## src/rtl/clock_divider_mc.sv

```systemverilog
// Multi-channel integer clock divider; each channel divides i_ref_clk by its own ratio and emits tick/update pulses.
// Latency: ratio sampled at a period boundary (or while bypassed) is active the next cycle; tick/upd are registered.
// Backpressure: none; ratio writes between boundaries are held off until the next boundary.
module clock_divider_mc #(
    parameter int RATIO_WD = 8,
    parameter int NUM_CH   = 2
) (
    input  logic                       i_ref_clk,
    input  logic                       i_rst,
    input  logic [NUM_CH-1:0]          i_clk_en,
    input  logic [NUM_CH*RATIO_WD-1:0] i_div_ratio,
    output logic [NUM_CH-1:0]          o_div_clk,
    output logic [NUM_CH-1:0]          o_tick,
    output logic [NUM_CH-1:0]          o_ratio_upd
);

    for (genvar k = 0; k < NUM_CH; k++) begin : g_ch
        logic [RATIO_WD-1:0] new_ratio;
        logic [RATIO_WD-1:0] act_ratio;
        logic [RATIO_WD-1:0] nxt_act;
        logic [RATIO_WD-1:0] half_len;
        logic [RATIO_WD-1:0] last_cnt;
        logic [RATIO_WD-2:0] count;
        logic [RATIO_WD-2:0] nxt_cnt;
        logic                div_clk;
        logic                nxt_div;
        logic                en_q;
        logic                tick_q;
        logic                nxt_tick;
        logic                upd_q;
        logic                nxt_upd;
        logic                bypass;
        logic                at_last;

        assign new_ratio = i_div_ratio[k*RATIO_WD +: RATIO_WD];
        assign bypass    = !i_clk_en[k] || (act_ratio < RATIO_WD'(2));

        // Low phase is floor(N/2) cycles, high phase ceil(N/2); odd ratios stretch the high phase.
        assign half_len  = {1'b0, act_ratio[RATIO_WD-1:1]};
        assign last_cnt  = div_clk ? (half_len + RATIO_WD'(act_ratio[0]) - RATIO_WD'(1))
                                   : (half_len - RATIO_WD'(1));
        assign at_last   = ({1'b0, count} == last_cnt);

        always_comb begin
            nxt_act  = act_ratio;
            nxt_cnt  = count;
            nxt_div  = div_clk;
            nxt_tick = 1'b0;
            nxt_upd  = 1'b0;
            if (!i_clk_en[k]) begin
                // Disable wins over a coincident boundary: no load, no update pulse.
                nxt_cnt = '0;
                nxt_div = 1'b0;
            end else if (bypass || !en_q) begin
                // Bypassed or just enabled: sample every cycle, restart the low phase fresh.
                nxt_act = new_ratio;
                nxt_upd = (new_ratio != act_ratio);
                nxt_cnt = '0;
                nxt_div = 1'b0;
            end else if (at_last) begin
                nxt_cnt  = '0;
                nxt_div  = !div_clk;
                nxt_tick = !div_clk;
                if (div_clk) begin
                    nxt_act = new_ratio;
                    nxt_upd = (new_ratio != act_ratio);
                end
            end else begin
                nxt_cnt = count + 1'b1;
            end
        end

        always_ff @(posedge i_ref_clk or negedge i_rst) begin
            if (!i_rst) begin
                act_ratio <= '0;
                count     <= '0;
                div_clk   <= 1'b0;
                en_q      <= 1'b0;
                tick_q    <= 1'b0;
                upd_q     <= 1'b0;
            end else begin
                act_ratio <= nxt_act;
                count     <= nxt_cnt;
                div_clk   <= nxt_div;
                en_q      <= i_clk_en[k];
                tick_q    <= nxt_tick;
                upd_q     <= nxt_upd;
            end
        end

        assign o_div_clk[k]   = bypass ? i_ref_clk : div_clk;
        assign o_tick[k]      = tick_q;
        assign o_ratio_upd[k] = upd_q;
    end

endmodule
```

## config.mk

```make
export PLATFORM = sky130hd
export DESIGN_NAME = clock_divider_mc
export DESIGN_NICKNAME = d
export VERILOG_FILES = /design/src/rtl/clock_divider_mc.sv
export SDC_FILE = /design/constraint.sdc
export NUM_CORES = 1
export LEC_CHECK = 0
export BUFFER_PORTS_ARGS = -buffer_cell sky130_fd_sc_hd__buf_4
export CORE_MARGIN = 5
export CORE_UTILIZATION = 60
export DETAILED_ROUTE_END_ITERATION = 10
export HOLD_SLACK_MARGIN = 0.05
export MAX_ROUTING_LAYER = met4
export PLACE_DENSITY_LB_ADDON = 0.3
export SYNTH_ARGS = -nofsm -noshare
export SYNTH_HDL_FRONTEND = slang
export SYNTH_SLANG_ARGS = --single-unit
```

## constraint.sdc

```tcl
create_clock -name i_ref_clk -period 8.35 [get_ports i_ref_clk]
set_clock_uncertainty 0.05 [all_clocks]
set_input_delay 0.835 -clock i_ref_clk [delete_from_list [all_inputs] [get_ports i_ref_clk]]
set_output_delay 0.835 -clock i_ref_clk [all_outputs]
set_load 0.02 [all_outputs]
```

==> metrics <==
share of the synthesized area in the top cell type=39.50%; first-pass GRT wire length=8.217 mm; Worst-path clk slew=0.07 ns; Max FO, Critical Path=2; synth warn=0; mux share of post-synthesis cell area=11.69%; RSZ-0062 raised after global routing=no; Synth Area in XOR/XNOR=16.01%; critical path depth in cells=4; Worst R2R Path Depth=9; most frequent CP cell=clkbuf_8; Starting Density=61.06%; fill cell count=307; DP Worst Slack=2.898 ns; syn_area_per_cell=10.42 um2; number of synthesized flops with an enable pin=0; hold crit path type=in2async; DR WL/cell=15.33 um; Die W=73.34 um; top post-synthesis cells by area=dfrtp_1 40%, xnor2_1 11%, xor2_1 5.1%; CP Buf/Inv Count=3; Die Y=73.34 um; Final HPWL DP=3.378 mm; Cells after Synth=231; main flop type after synthesis=dfrtp_1; setup TNS=0 ns; most numerous cell in the Yosys netlist=dfrtp_1; row cnt=23; largest family of logic cells by synthesized area=simple AND/OR/NAND/NOR gates; Crit Path Class=clk2out; n_diodes=0; register area share after synthesis=39.50%; Max-cap violations=0; antenna viol nets, final=0; status=completed; GP Congestion=0.8017; CP endpoint kind=primary output; Resized cells post-CTS=0; worst reg2reg setup slack=5.22 ns; # DRC=0; Worst VDD drop=107.7 uV; Slew @ Worst Pin=0.6722 ns; Final Max Slew Viols=0; CP startpoint kind=clock port; slowest stage delay, CP=0.25 ns; Total Die Area=0.005379 mm2; Syn Nets=259; Post-Synth Adder-Cell Area=4.158%; initial antenna violation count=0; TritonCTS clock tree=yes; P_leak=0.001190 uW; synthesized flop and latch total=38; vias in the first global route=1790; Min Hold Slack=0.3413 ns; number of hold buffers added after CTS=0; Critical-path top delay cell=mux2_2; grt total ovfl=0; post-synthesis compound-gate area fraction=7.692%; DP Area=0.002589 mm2; Via density=5.658; PortBufs=25; core area=0.003943 mm2; Vias=1737; DRT Wirelength=4.705 mm; WP data arrival=4.83 ns; GR Util All Layers=20.94%; Synth Area in Simple Gates=16.68%; Top Ports=26; share of cells above drive strength 1=22.96%; Area Growth Syn to Fin=13.77%; Netlist cell types=45; worst-path cell chain=clkbuf_8, clkbuf_8, mux2_2, buf_4; post-CTS setup buffers=0; fin nets=283; relative slew slack=54.91%; worst skew pair latency=0.40 ns; Commonest cells post-synth=38 x dfrtp_1, 30 x xnor2_1, 23 x nor2_1; Yosys top cell by area=dfrtp_1; final worst-path setup slack=2.639 ns; post-route cell area=0.002739 mm2; Finish-stage setup viols=0; largest net degree at the start of global routing=39; Worst EP required=7.47 ns; synthesized cell area=0.002407 mm2; Async S/R FF share, synth=100.0%; 1st-pass router iterations=4; Final Hold Viols=0; final core occ=69.47%; P per Cell Area=199.2 mW/mm2; CP delay by family, top=buffers and inverters; DRT iter0 DRCs=100
==> where the power goes <==
part	internal (uW)	leakage [uW]	switching [uW]
Sequential	199	0.000486	25.2
Combinational	60.9	0.000606	53.8
Clock	119	0.0000970	88.2
==> final timing paths <==
kind / startpoint / endpoint
worst min register to register: g_ch[0].count[0] / g_ch[0].count[0]
worst max-delay path: i_ref_clk / o_div_clk[1]
worst min-delay path: i_rst / g_ch[1].count[5]
worst max register to register: g_ch[1].act_ratio[1] / g_ch[1].act_ratio[5]
min in group i_ref_clk: g_ch[0].count[0] / g_ch[0].count[0]
max in group asynchronous: i_rst / g_ch[0].act_ratio[6]
==> layout make-up <==
type	count	area [um2]	area share (%)
Sequential cell	38	950.9	34.72
Timing Repair Buffer	23	172.7	6.304
Clock inverter	1	5.005	0.1827
Tap cell	50	62.56	2.284
Inverter	9	33.78	1.233
Clock buffer	14	160.2	5.847
Multi-Input combinational cell	172	1354	49.43
==> layout by cell type (no fill, tap or decap), types with 9 or more instances in the layout <==
master	instances
mux2_2	9
dfrtp_1	38
xnor2_1	30
nor2_1	23
xor2_1	14
nand3_1	9
nand2_1	9
clkbuf_8	10
buf_4	25
inv_1	9
==> metrics by stage <==
stage	std cells	power [uW]
floorplan	231	323.8
global placement	294	357.1
detailed placement	294	361.4
CTS	307	552.6
global route	307	578.5
finish	307	545.7
==> flip-flops by register name, summed over array words and instances, names as in the netlist <==
signal          count
g_ch.act_ratio     16
g_ch.count         14
g_ch.div_clk        2
g_ch.en_q           2
g_ch.tick_q         2
g_ch.upd_q          2
==> cell families (layout without fill, tap and decap cells) <==
logic type | Yosys count | after routing
AO/OA/AOI/OAI | 21 | 21
XOR/XNOR | 44 | 44
adder cells (fa/ha/maj) | 8 | 8
buffers and inverters | 21 | 47
flip-flops | 38 | 38
multiplexers | 23 | 23
AND/OR/NAND/NOR | 76 | 76
==> routing by layer <==
metal  vias to the layer above  global-route usage, %  wire length (um)
met5                         -                      -                 0
met4                         0                  11.07               127
met3                        17                  7.250               234
met2                        47                  33.17              2378
met1                       829                  23.21              1965
li1                        844                      -                 -
==> worst register-to-register path, cell delays in order (launching register included) <==
cell and delay, ns:
dfrtp_1 0.41, inv_1 0.10, ha_1 0.20, ha_1 0.18
mux2i_1 0.39, nor2_1 0.12, xor2_1 0.17, o32ai_1 0.62
a41oi_2 0.40, mux2_2 0.38
Note: power is estimated with default switching activity, not from simulation.
